$ cat src/rtl/uart_str_tx.sv
// 8N1 UART string transmitter: sends nummax bytes of a right-aligned packed string,
// highest byte first, LSB first within each byte, with an integer clocks-per-bit divider.
`timescale 1ns/1ps
module uart_str_tx #(
    parameter int unsigned CLK_DIV   = 703,
    parameter int unsigned MAX_BYTES = 10
) (
    input  logic                   clk,
    input  logic                   rst,
    input  logic                   en_uart,
    input  logic [8*MAX_BYTES-1:0] read_data,
    input  logic [5:0]             nummax,
    output logic                   txd,
    output logic                   busy,
    output logic                   tx_done
);

    localparam int unsigned BW = (CLK_DIV > 1) ? $clog2(CLK_DIV) : 1;
    localparam int unsigned SW = 8 * MAX_BYTES;
    localparam logic [BW-1:0] BaudLast = BW'(CLK_DIV - 1);
    localparam logic [5:0] MaxBytes = 6'(MAX_BYTES);

    typedef enum logic [1:0] {StIdle, StStart, StData, StStop} state_e;

    state_e        state_q, state_d;
    logic [BW-1:0] baud_q, baud_d;
    logic [2:0]    bit_idx_q, bit_idx_d;
    logic [5:0]    byte_cnt_q, byte_cnt_d;
    logic [SW-1:0] str_q, str_d;
    logic          txd_q, txd_d;
    logic          busy_q, busy_d;
    logic          tx_done_q, tx_done_d;

    logic [5:0]    num_clamped;
    logic [5:0]    byte_idx;
    logic [SW-1:0] str_shifted;
    logic [7:0]    cur_byte;
    logic [2:0]    bit_next;
    logic          baud_last;

    always_comb begin
        num_clamped = (nummax > MaxBytes) ? MaxBytes : nummax;
        byte_idx    = byte_cnt_q - 6'd1;
        // Current byte is the one at index byte_cnt-1; first character sits highest.
        str_shifted = str_q >> {byte_idx, 3'b000};
        cur_byte    = str_shifted[7:0];
        bit_next    = bit_idx_q + 3'd1;
        baud_last   = (baud_q == BaudLast);
    end

    always_comb begin
        state_d    = state_q;
        baud_d     = baud_q;
        bit_idx_d  = bit_idx_q;
        byte_cnt_d = byte_cnt_q;
        str_d      = str_q;
        txd_d      = txd_q;
        busy_d     = busy_q;
        tx_done_d  = 1'b0;

        unique case (state_q)
            StIdle: begin
                txd_d  = 1'b1;
                busy_d = 1'b0;
                if (en_uart && (num_clamped != 6'd0)) begin
                    str_d      = read_data;
                    byte_cnt_d = num_clamped;
                    baud_d     = '0;
                    txd_d      = 1'b0;
                    busy_d     = 1'b1;
                    state_d    = StStart;
                end
            end
            StStart: begin
                if (baud_last) begin
                    baud_d    = '0;
                    bit_idx_d = 3'd0;
                    txd_d     = cur_byte[0];
                    state_d   = StData;
                end else begin
                    baud_d = baud_q + BW'(1);
                end
            end
            StData: begin
                if (baud_last) begin
                    baud_d = '0;
                    if (bit_idx_q == 3'd7) begin
                        txd_d   = 1'b1;
                        state_d = StStop;
                    end else begin
                        bit_idx_d = bit_next;
                        txd_d     = cur_byte[bit_next];
                    end
                end else begin
                    baud_d = baud_q + BW'(1);
                end
            end
            StStop: begin
                if (baud_last) begin
                    baud_d = '0;
                    if (byte_cnt_q > 6'd1) begin
                        // Next byte's start bit follows the stop bit with no gap.
                        byte_cnt_d = byte_cnt_q - 6'd1;
                        txd_d      = 1'b0;
                        state_d    = StStart;
                    end else begin
                        byte_cnt_d = 6'd0;
                        txd_d      = 1'b1;
                        busy_d     = 1'b0;
                        tx_done_d  = 1'b1;
                        state_d    = StIdle;
                    end
                end else begin
                    baud_d = baud_q + BW'(1);
                end
            end
            default: state_d = StIdle;
        endcase
    end

    always_ff @(posedge clk) begin
        if (rst) begin
            state_q    <= StIdle;
            baud_q     <= '0;
            bit_idx_q  <= 3'd0;
            byte_cnt_q <= 6'd0;
            str_q      <= '0;
            txd_q      <= 1'b1;
            busy_q     <= 1'b0;
            tx_done_q  <= 1'b0;
        end else begin
            state_q    <= state_d;
            baud_q     <= baud_d;
            bit_idx_q  <= bit_idx_d;
            byte_cnt_q <= byte_cnt_d;
            str_q      <= str_d;
            txd_q      <= txd_d;
            busy_q     <= busy_d;
            tx_done_q  <= tx_done_d;
        end
    end

    assign txd     = txd_q;
    assign busy    = busy_q;
    assign tx_done = tx_done_q;

endmodule

$ cat config.mk
export PLATFORM = sky130hd
export DESIGN_NAME = uart_str_tx
export DESIGN_NICKNAME = d
export VERILOG_FILES = /design/src/rtl/uart_str_tx.sv
export SDC_FILE = /design/constraint.sdc
export NUM_CORES = 1
export LEC_CHECK = 0
export BUFFER_PORTS_ARGS = -buffer_cell sky130_fd_sc_hd__buf_4
export CORE_MARGIN = 4
export CORE_UTILIZATION = 32
export CTS_BUF_LIST = sky130_fd_sc_hd__clkbuf_8 sky130_fd_sc_hd__clkbuf_16
export DETAILED_ROUTE_END_ITERATION = 7
export PLACE_DENSITY = 0.57
export SYNTH_ARGS = -nofsm -noshare
export SYNTH_HDL_FRONTEND = slang
export SYNTH_SLANG_ARGS = --single-unit
$ cat constraint.sdc
create_clock -name clk -period 2.6 [get_ports clk]
set_input_delay 0.52 -clock clk [delete_from_list [all_inputs] [get_ports clk]]
set_output_delay 0.52 -clock clk [all_outputs]
set_load 0.02 [all_outputs]
== Word-level counts from Yosys, hierarchy flattened ==
Index checks and enable logic that the tools add are counted.
Word-level totals
  register bits after elaboration: 104
  input port bits: 89
  output and inout bits: 3
  word-level logic and storage cells: 74
Cells by class
  add/sub/neg operators: 3
  magnitude comparators: 3
  equal/unequal tests: 12
  shift operators: 1
  muxes and demuxes: 32
  bitwise logic cells: 2
  reductions and logical operators: 13
Operators by type and width (number)
  $shr 80x9->8: 1
  $mux 6: 4
  $mux 10: 2
  $pmux 10 s2: 1
  $ne 2x2->1 const B: 7
  $pmux 6 s2: 1
  $mux 1: 11
  $add 10x1->10 const B: 1
  $eq 10x10->1 const B: 1
  $mux 2: 5
  $mux 3: 3
  $reduce_and 3->1: 3
  $pmux 2 s4: 1
  $gt 6x1->1 const B: 1
  $gt 6x4->1 const B: 1
  $pmux 3 s2: 1
  $reduce_bool 6->1: 1
  $reduce_or 3->1: 2
  $sub 6x1->6 const B: 1
  $reduce_and 5->1: 1
  $eq 2x2->1 const B: 2
  $lt 3x4->1 const B: 1
  $pmux 1 s4: 1
  $reduce_and 4->1: 1
  other kinds (10): 12

== Depth between registers and ports, before layout ==
Gate-level depths: netlist of run 1.
  depth in word-level cells: 7
  gate-level depth with buffers: 12

== Worst setup path before layout of run 1 ==
Ideal clock, no wire load.
  path kind: flip-flop to flip-flop
  from: register byte_cnt_q[0]
  to: register txd_q (netlist: txd)
  library setup time: 86 ps
  data arrival time: 2467 ps
  setup slack: 46 ps
  cell stages (with the launch flop): 11
  cell sequence: dfxtp_1 > buf_6 > inv_1 > ha_1 > buf_4 > mux2i_1 > mux4_1 > a311oi_2 > a32oi_1 > a211o_1 > a221oi_2
On the way
  longest elaborated chain between the ends: 7
  elaborated cells between the ends (all ways): 11
  those cells by class: 1 x add/sub; 1 x order compare; 1 x shift; 8 x mux
RTL lines
  start, declared: line 28  | logic [5:0] byte_cnt_q, byte_cnt_d;
  start signal, assigned: line 135  | byte_cnt_q <= byte_cnt_d;
  $sub 6x1->6: line 43  | byte_idx = byte_cnt_q - 6'd1;
  $shr 80x9->8: line 45  | str_shifted = str_q >> {byte_idx, 3'b000};
  $bmux 1 s3: line 92  | txd_d = cur_byte[bit_next];
  $mux 1 (implied by the code): line 92
  $mux 1: line 87  | if (bit_idx_q == 3'd7) begin
  $mux 1: line 85  | if (baud_last) begin
  $pmux 1 s4 *: line 61  | unique case (state_q)
  end signal, assigned: line 137  | txd_q <= txd_d;
  end, declared: line 30  | logic txd_q, txd_d;
Every way passes the cells marked *; elsewhere a longest branch is shown, timed or not. The select of a mux whose other input is x is not followed.
A chain may end at the register's enable or synchronous reset.

== Worst setup path in the final report of run 1 ==
  from: register byte_cnt_q[1]
  to: register txd_q (netlist: txd)
The elaborated chain is that of the path after synthesis.

==> flow_summary.yaml, run 1 <==
status:
  status: "finished, final reports clean"
synth:
  netlist_area_um2: 5040
  muxShareOfSynthArea_pct: 11.2
  syn-num-nets: 711
  synth_compound_area_share_pct: 18.1
  synth-xor-area-share_pct: 0.521
  syn_inst: 611
  yosysUniqueCellTypes: 58
  synth_top_family_by_area: "simple AND/OR/NAND/NOR gates"
  synth_fa_ha_area_share_pct: 2.73
  ys.flop_type: "dfxtp_1"
  synthSimpleGateAreaFrac_pct: 21.6
  yosys_warnings: 0
  async_flop_share_pct: 0
  synth_enable_flop_cells: 0
  ys_seq_area_share_pct: 41.3
  avgSynthCellArea_um2: 8.25
  synth-seq-cells: 104
cells_and_area:
  final_core_util_pct: 41.3
  fin_cells: 909
  area_growth_pct: 25.5
  fillers: 1593
  nNetsFinal: 793
  regArea_um2: 2080
  drive_above_1_share_pct: 22.2
  n_antenna_cell: 0
  multi_input_area_um2: 2760
routing:
  post_drt_via_cell_ratio: 4.93
  wl_mm: 13.3
  highest_layer: "met4"
  drc: 0
  wl_per_cell_um: 14.6
  met1Wirelength_mm: 6.07
  drt_first_pass_iters: 5
  met2_length_mm: 6.55
  wl_met3_um: 459
  drt_iter0_markers: 170
  num_vias: 4481
  antenna_left: 0
global_route:
  grt_pass1_wl_mm: 21.9
  antenna_found_initial: 0
  grt_usage_pct: 15.0
  grt_max_degree: 53
  grt_pass1_vias: 4581
  overflow: 0
die:
  die_h_um: 134
  core_area_um2: 15300
  die_x_um: 134
  die_area_um2: 17800
  ios: 92
  core.rowCount: 45
  start_util_pct: 32.9
power_and_ir_drop:
  vdd.ir_drop.worst_v: 0.000456
  p_total_mw: 6.36
  power.leakage_nw: 2.48
  p_per_area_nw_per_um2: 1010
clocking:
  cts_made_buffers: 9
  postCtsSetupBuffers: 0
  cts.path.max_buffers: 2
  cts.sinks: 104
  htreeDepth: 3
  ctsHoldBuffers: 0
  clk_latency_ns: 0.35
  cts-root-buf: "clkbuf_16"
  cts_tree: "done"
  clk_pin_slew_ns: 0.07
worst_setup_path:
  crit_arrival_ns: 2.66
  worst_path_max_delay_cell: "mux4_1"
  worstPathMaxFanout: 10
  crit_path_max_incr_delay_ns: 0.50
  required_ns: 2.87
  worst_setup_path_end_kind: "flip-flop"
  path_class: "flip-flop to flip-flop"
  critPathLaunchType: "flip-flop"
  cp_cell_sequence: "inv_1 -> ha_4 -> buf_6 -> mux2i_1 -> mux4_1 -> a22oi_1 -> a32oi_1 -> a211o_1 -> a221oi_2"
sta:
  post-route-period-util_pct: 91.9
  setup_viol: 0
  finalSetupTns_ns: 0
  max_freq_mhz: 418
  hold_viol: 0
  finalCriticalPeriod_ns: 2.39
  relSlewSlack_pct: 30.9
  rsz0062_at_grt: "false"
  finClkSkew_ns: 0.00543
  drv_slew: 0
  tightest_slew_ns: 1.03
  whs_ns: 0.410
job:
  maxCapViolCount: 0
placed_design:
  io_buffers: 91
  gp_congestion: 0.862
  dp.final_hpwl_mm: 10.0
  place_inst: 893
worst_hold_path:
  worstHoldPathType: "input pin to flip-flop"
-- path summary, 6_finish.rpt --
check           startpoint   endpoint  slack (ns)  depth (start not counted)
max          byte_cnt_q[1]        txd        0.21                          9
min          read_data[20]  str_q[20]        0.41                          3
max reg2reg  byte_cnt_q[1]        txd        0.21                          9
min reg2reg      str_q[19]  str_q[19]        0.45                          2
-- flip-flops by register name, summed over array words and instances, names as in the netlist --
signal      count
tx_done         1
state_q         2
txd             1
str_q          80
bit_idx_q       3
baud_q         10
byte_cnt_q      6
busy            1
-- layer usage --
layer,vias to the layer above,GRT usage [%]
li1,2287,-
met1,2089,18.4
met2,91,26.4
met3,14,3.70
met4,0,4.00
met5,-,0
-- synthesized netlist by cell type, drive strengths merged (3+ instances only) --
cell type	number	area (um^2)
a21oi	94	470
a22oi	3	22.5
a211oi	6	50.1
o21ai	15	75.1
or4	4	37.5
inv	10	37.5
buf	9	68.8
nand3b	3	22.5
a31oi	4	25.0
a2111oi	3	26.3
ha	11	138
or3	5	31.3
xor2	3	26.3
a311oi	5	50.0
nor2b	3	18.8
nand3	9	45.0
mux2i	22	220
nor2	32	120
nor3	4	20.0
nand2	177	674
nand2b	6	45.0
mux4	14	323
dfxtp	104	2080
clkbuf	32	120
-- cell families after synthesis --
group / count (synthesis)
and+or+nand+nor: 253
DFF: 104
adders and majority gates: 11
muxes: 38
buffers and inverters: 51
xor gates and xnor gates: 3
AOI/OAI and AO/OA: 151
-- through the flow --
step | cell area [um^2] | setup WS (ns)
after floorplan | 5040 | 0.0462
after global placement | 5990 | 0.152
after CTS | 6310 | 0.0324
after global routing | 6330 | 0.0627
after detailed placement | 5990 | 0.0561
final | 6330 | 0.210
-- cell usage in the layout (no fill, tap or decap), types with 3 or more instances in the layout --
cell       count
nand2b_1       5
buf_4        109
o21ai_0       15
nand2_1      174
inv_1         12
dfxtp_1      104
a311oi_1       4
a31oi_1        4
mux2i_1       22
a21oi_1       94
nand3_1        9
or3_1          5
nor2b_1        3
xor2_1         3
nor3_1         4
a22oi_1        3
nor2_1        31
mux4_2        12
a2111oi_0      3
inv_6          3
nand3b_1       3
clkbuf_16      9
a211oi_1       5
ha_1          10
-- cell type report --
| type | count | area share (%) |
|---|---|---|
| Tap cell | 211 | 4.17 |
| Sequential cell | 104 | 32.9 |
| Timing Repair Buffer | 112 | 13.7 |
| Inverter | 10 | 0.593 |
| Multi-Input combinational cell | 456 | 43.5 |
| Clock buffer | 9 | 3.56 |
| Clock inverter | 7 | 1.48 |
-- critical path: cells and delay by family, from the launching register on --
family                   cells  cell delay, ns
AO/OA/AOI/OAI                4            0.80
adder cells (fa/ha/maj)      1            0.33
buffers and inverters        2            0.26
flip-flops                   1            0.33
multiplexers                 2            0.58
-- where the power goes --
group	internal [mW]	total [mW]	switching, mW
combinational	1.26	2.83	1.57
clock	0.848	1.46	0.614
sequential	1.89	2.07	0.184
total	3.99	6.36	2.37
-- what timing repair did --
action,4_1_cts,5_1_grt
endpoints found under the setup margin,0,1
resized for setup,0,3
endpoints found under the hold margin,0,0
(Power assumes the default switching activity.)
==> inputs of run 2 (changes only) <==
--- a/config.mk
+++ b/config.mk
@@ -10,7 +10,7 @@
 export CORE_UTILIZATION = 32
 export CTS_BUF_LIST = sky130_fd_sc_hd__clkbuf_8 sky130_fd_sc_hd__clkbuf_16
 export DETAILED_ROUTE_END_ITERATION = 7
-export PLACE_DENSITY = 0.57
+export PLACE_DENSITY = 0.6
 export SYNTH_ARGS = -nofsm -noshare
 export SYNTH_HDL_FRONTEND = slang
 export SYNTH_SLANG_ARGS = --single-unit
==> flow_summary.yaml, run 2 (synthesis gave the netlist of run 1 again) <==
status:
  status: "finished, final reports clean"
routing:
  drt_first_pass_iters: 7
  wl_mm: 13.2
  drt_iter0_markers: 320
  wl_per_cell_um: 14.6
  post_drt_via_cell_ratio: 5.00
  num_vias: 4516
  antenna_left: 0
  drc: 0
cells_and_area:
  drive_above_1_share_pct: 21.5
  nNetsFinal: 788
  area_growth_pct: 24.6
  final_common_cell: "nand2_1"
  regMostFlops: "str_q"
  final_cell_mix: "nand2_1, dfxtp_1, buf_4, a21oi_1, nor2_1"
  reg_top3: "str_q x80, baud_q x10, byte_cnt_q x6"
  n_antenna_cell: 0
  largest_reg_flops: 80
global_route:
  antenna_found_initial: 0
  overflow: 0
  grt_usage_pct: 14.8
  grt_pass1_vias: 4410
  grt_pass1_wl_mm: 21.6
  grt_max_degree: 67
sta:
  finalSetupTns_ns: 0
  post-route-period-util_pct: 95.2
  setup_viol: 0
  hold_viol: 0
  whs_ns: 0.418
  finClkSkew_ns: 0.00808
  max_freq_mhz: 404
  relSlewSlack_pct: 36.7
  finalCriticalPeriod_ns: 2.48
  rsz0062_at_grt: "false"
  drv_slew: 0
  tightest_slew_ns: 0.948
clocking:
  clk_latency_ns: 0.34
  cts_made_buffers: 9
  cts.sinks: 104
  postCtsSetupBuffers: 0
  clk_pin_slew_ns: 0.07
  cts-root-buf: "clkbuf_16"
  cts_tree: "done"
  htreeDepth: 3
  cts.path.max_buffers: 2
job:
  maxCapViolCount: 0
die:
  ios: 92
  die_area_um2: 17800
  start_util_pct: 32.9
  die_h_um: 134
  core.rowCount: 45
  die_x_um: 134
  core_area_um2: 15300
worst_hold_path:
  holdPathStages: 3
  worstHoldPathType: "input pin to flip-flop"
power_and_ir_drop:
  power.leakage_nw: 2.45
  clockPowerShare_pct: 21.3
  p_sw_share_pct: 37.8
  comb_power_share_pct: 45.6
  seq_power_share_pct: 33.1
  p_per_area_nw_per_um2: 994
  p_switching_mw: 2.36
  vdd.ir_drop.worst_v: 0.000510
  p_int_mw: 3.88
placed_design:
  dp.final_hpwl_mm: 9.81
  gp_congestion: 0.831
  io_buffers: 91
worst_setup_path:
  crit_arrival_ns: 2.74
  path_class: "flip-flop to flip-flop"
  reg2reg_depth: 9
  ff2ff_setup_slack_ns: 0.12
  worstPathMaxFanout: 14
  required_ns: 2.86
  worst_setup_path_end_kind: "flip-flop"
  critPathLaunchType: "flip-flop"
==> run 2: cell count changes in the layout (fill, tap and decap cells not counted), sizes merged <==
| cell | before | now |
|---|---|---|
| buf | 112 | 107 |
| clkinv | 0 | 3 |
| inv | 15 | 12 |
| bufinv | 2 | 1 |
==> run 2: through the flow <==
step / area [um^2] / instances / util (%) / power (mW) / setup WS (ns)
floorplan: 5040 / 611 / - / 4.09 / 0.0462
global placement: 5980 / 888 / 39.0 / 4.85 / 0.0845
detailed placement: 5980 / 888 / 39.0 / 4.92 / 0.0300
CTS: 6270 / 903 / 40.9 / 6.27 / 0.00670
global route: 6280 / 903 / 41.0 / 6.68 / 0.0160
finish: 6280 / 903 / 41.0 / 6.24 / 0.124
==> run 2: layout make-up <==
| cell class | count | area (um^2) |
|---|---|---|
| Clock buffer | 9 | 225 |
| Clock inverter | 6 | 63.8 |
| Fill cell | 1602 | 9030 |
| Inverter | 10 | 37.5 |
| Multi-Input combinational cell | 456 | 2760 |
| Sequential cell | 104 | 2080 |
| Tap cell | 211 | 264 |
| Timing Repair Buffer | 107 | 853 |
==> run 2: final timing paths <==
kind / to / start
max: txd / byte_cnt_q[0]
min reg2reg: str_q[9] / str_q[9]
min: str_q[79] / read_data[79]
max reg2reg: txd / byte_cnt_q[0]
==> run 2: worst max-delay path, stage by stage (launching register included) <==
cell and delay, ns:
dfxtp_1 0.33, inv_1 0.08, ha_4 0.26, buf_12 0.15
mux2i_1 0.12, mux4_1 0.52, a311oi_2 0.27, a32oi_1 0.14
a211o_1 0.30, a221oi_2 0.22
==> run 2: timing repair <==
action | CTS | global route
gates resized for setup | 0 | 1
hold buffers | 0 | 0
endpoints found under the setup margin | 0 | 1
==> run 2: power groups by stage <==
stage,sequential (mW),combinational [mW],clock [mW]
floorplan,2.05,2.04,0
global placement,2.09,2.76,0
detailed placement,2.10,2.82,0
CTS,2.07,2.83,1.37
global route,2.11,3.14,1.44
finish,2.07,2.85,1.33
==> run 2: metal layers <==
metal  vias up  GRT usage [%]  share of wire, %  routed length [um]
li1       2280              -                 -                   -
met1      2112           19.1                45                5940
met2       110           24.7                49                6450
met3        14           3.40               4.7                 622
met4         0           4.29               1.3                 174
met5         -              0                 0                   0
==> inputs of run 3 (changes only) <==
--- a/config.mk
+++ b/config.mk
@@ -11,6 +11,7 @@
 export CTS_BUF_LIST = sky130_fd_sc_hd__clkbuf_8 sky130_fd_sc_hd__clkbuf_16
 export DETAILED_ROUTE_END_ITERATION = 7
 export PLACE_DENSITY = 0.6
+export RECOVER_POWER = 50
 export SYNTH_ARGS = -nofsm -noshare
 export SYNTH_HDL_FRONTEND = slang
 export SYNTH_SLANG_ARGS = --single-unit
==> constraint.sdc (replaced) <==
create_clock -name clk -period 2.6 [get_ports clk]
set_input_delay 0.52 -clock clk [delete_from_list [all_inputs] [get_ports clk]]
set_output_delay 0.52 -clock clk [all_outputs]
set_load 0.05 [all_outputs]
==> flow_summary.yaml, run 3 (synthesis gave the netlist of run 1 again) <==
status:
  status: "finished, final reports clean"
routing:
  drc: 0
  antenna_left: 0
  wl_met3_um: 639
  drt_iter0_markers: 318
  wl_per_cell_um: 14.7
  post_drt_via_cell_ratio: 5.00
  num_vias: 4513
  met2_length_mm: 6.42
  wl_mm: 13.2
  drt_first_pass_iters: 5
  highest_layer: "met4"
  met1Wirelength_mm: 6.00
power_and_ir_drop:
  p_switching_mw: 2.39
  p_total_mw: 6.25
  p_int_mw: 3.86
  seq_power_share_pct: 33.1
  p_sw_share_pct: 38.3
  p_per_area_nw_per_um2: 999
  clockPowerShare_pct: 21.2
  comb_power_share_pct: 45.7
  vdd.ir_drop.worst_v: 0.000509
  power.leakage_nw: 2.43
global_route:
  grt_pass1_vias: 4410
  overflow: 0
  grt_pass1_wl_mm: 21.6
  grt_usage_pct: 14.8
  grt_max_degree: 67
  antenna_found_initial: 0
cells_and_area:
  final_core_util_pct: 40.9
  regMostFlops: "str_q"
  area_growth_pct: 24.2
  final_common_cell: "nand2_1"
  fillers: 1602
  reg_top3: "str_q x80, baud_q x10, byte_cnt_q x6"
  final_cell_mix: "nand2_1, dfxtp_1, buf_4, a21oi_1, nor2_1"
  regArea_um2: 2080
  largest_reg_flops: 80
  nNetsFinal: 788
  n_antenna_cell: 0
  multi_input_area_um2: 2750
  drive_above_1_share_pct: 20.8
die:
  core_area_um2: 15300
  start_util_pct: 32.9
  die_x_um: 134
  core.rowCount: 45
  die_area_um2: 17800
  die_h_um: 134
  ios: 92
sta:
  tightest_slew_ns: 0.951
  finClkSkew_ns: 0.00795
  post-route-period-util_pct: 95.2
  hold_viol: 0
  setup_viol: 0
  drv_slew: 0
  whs_ns: 0.418
  rsz0062_at_grt: "false"
  relSlewSlack_pct: 36.5
  max_freq_mhz: 404
  finalSetupTns_ns: 0
  finalCriticalPeriod_ns: 2.48
  fin_ws_ns: 0.125
placed_design:
  io_buffers: 91
  gp_congestion: 0.831
  place_ws_ns: 0.0300
  dp.final_hpwl_mm: 9.81
clocking:
  htreeDepth: 3
  ctsHoldBuffers: 0
  cts-root-buf: "clkbuf_16"
  cts_made_buffers: 9
  clk_latency_ns: 0.34
  cts.sinks: 104
  clk_pin_slew_ns: 0.07
  cts.path.max_buffers: 2
  cts_tree: "done"
worst_setup_path:
  critPathLaunchType: "flip-flop"
  required_ns: 2.86
  crit_arrival_ns: 2.74
  ff2ff_setup_slack_ns: 0.12
  worstPathMaxFanout: 14
  path_class: "flip-flop to flip-flop"
  worst_setup_path_end_kind: "flip-flop"
job:
  maxCapViolCount: 0
worst_hold_path:
  worstHoldPathType: "input pin to flip-flop"
## run 3: cell types whose count changed in the layout (fill, tap and decap cells not counted)
cell      delta
buf_4        -4
or4_4        -1
or4_1        +1
clkbuf_1     +4
## run 3: layout make-up
type,instances,area share (%)
Inverter,10,0.599
Tap cell,211,4.22
Timing Repair Buffer,107,13.4
Clock buffer,9,3.60
Multi-Input combinational cell,456,43.9
Sequential cell,104,33.2
Clock inverter,6,1.02
## run 3: stage by stage
stage | instance area (um^2) | std cells
floorplan | 5040 | 611
global placement | 5980 | 888
detailed placement | 5980 | 888
CTS | 6270 | 903
global route | 6260 | 903
finish | 6260 | 903
## run 3: power by group through the flow
stage	registers (mW)	clock network, mW	logic [mW]
after floorplan	2.08	0	2.04
after global placement	2.09	0	2.79
after detailed placement	2.10	0	2.85
after CTS	2.07	1.37	2.86
after global routing	2.11	1.44	3.14
final	2.07	1.33	2.86
## run 3: per-layer routing
layer  global-route usage (%)  vias up
met5                        0        -
met4                     4.29        0
met3                     3.40       16
met2                     24.7      116
met1                     19.1     2106
li1                         -     2275
## run 3: worst paths after layout
check | startpoint | to | cells past startpoint
worst max register to register | byte_cnt_q[0] | txd | 9
worst min register to register | str_q[9] | str_q[9] | 2
worst min-delay path | read_data[79] | str_q[79] | 3
worst max-delay path | byte_cnt_q[0] | txd | 9
## run 3: repair_timing
| action | CTS | global route |
|---|---|---|
| setup endpoints to repair | 0 | 1 |
| resized for setup | 0 | 1 |
| setup buffers | 0 | 0 |
## run 3: worst max-delay path: stages, from the launching register on
cell      delay (ns)
dfxtp_1         0.33
inv_1           0.08
ha_4            0.26
buf_12          0.15
mux2i_1         0.12
mux4_1          0.52
a311oi_2        0.27
a32oi_1         0.14
a211o_1         0.31
a221oi_2        0.22
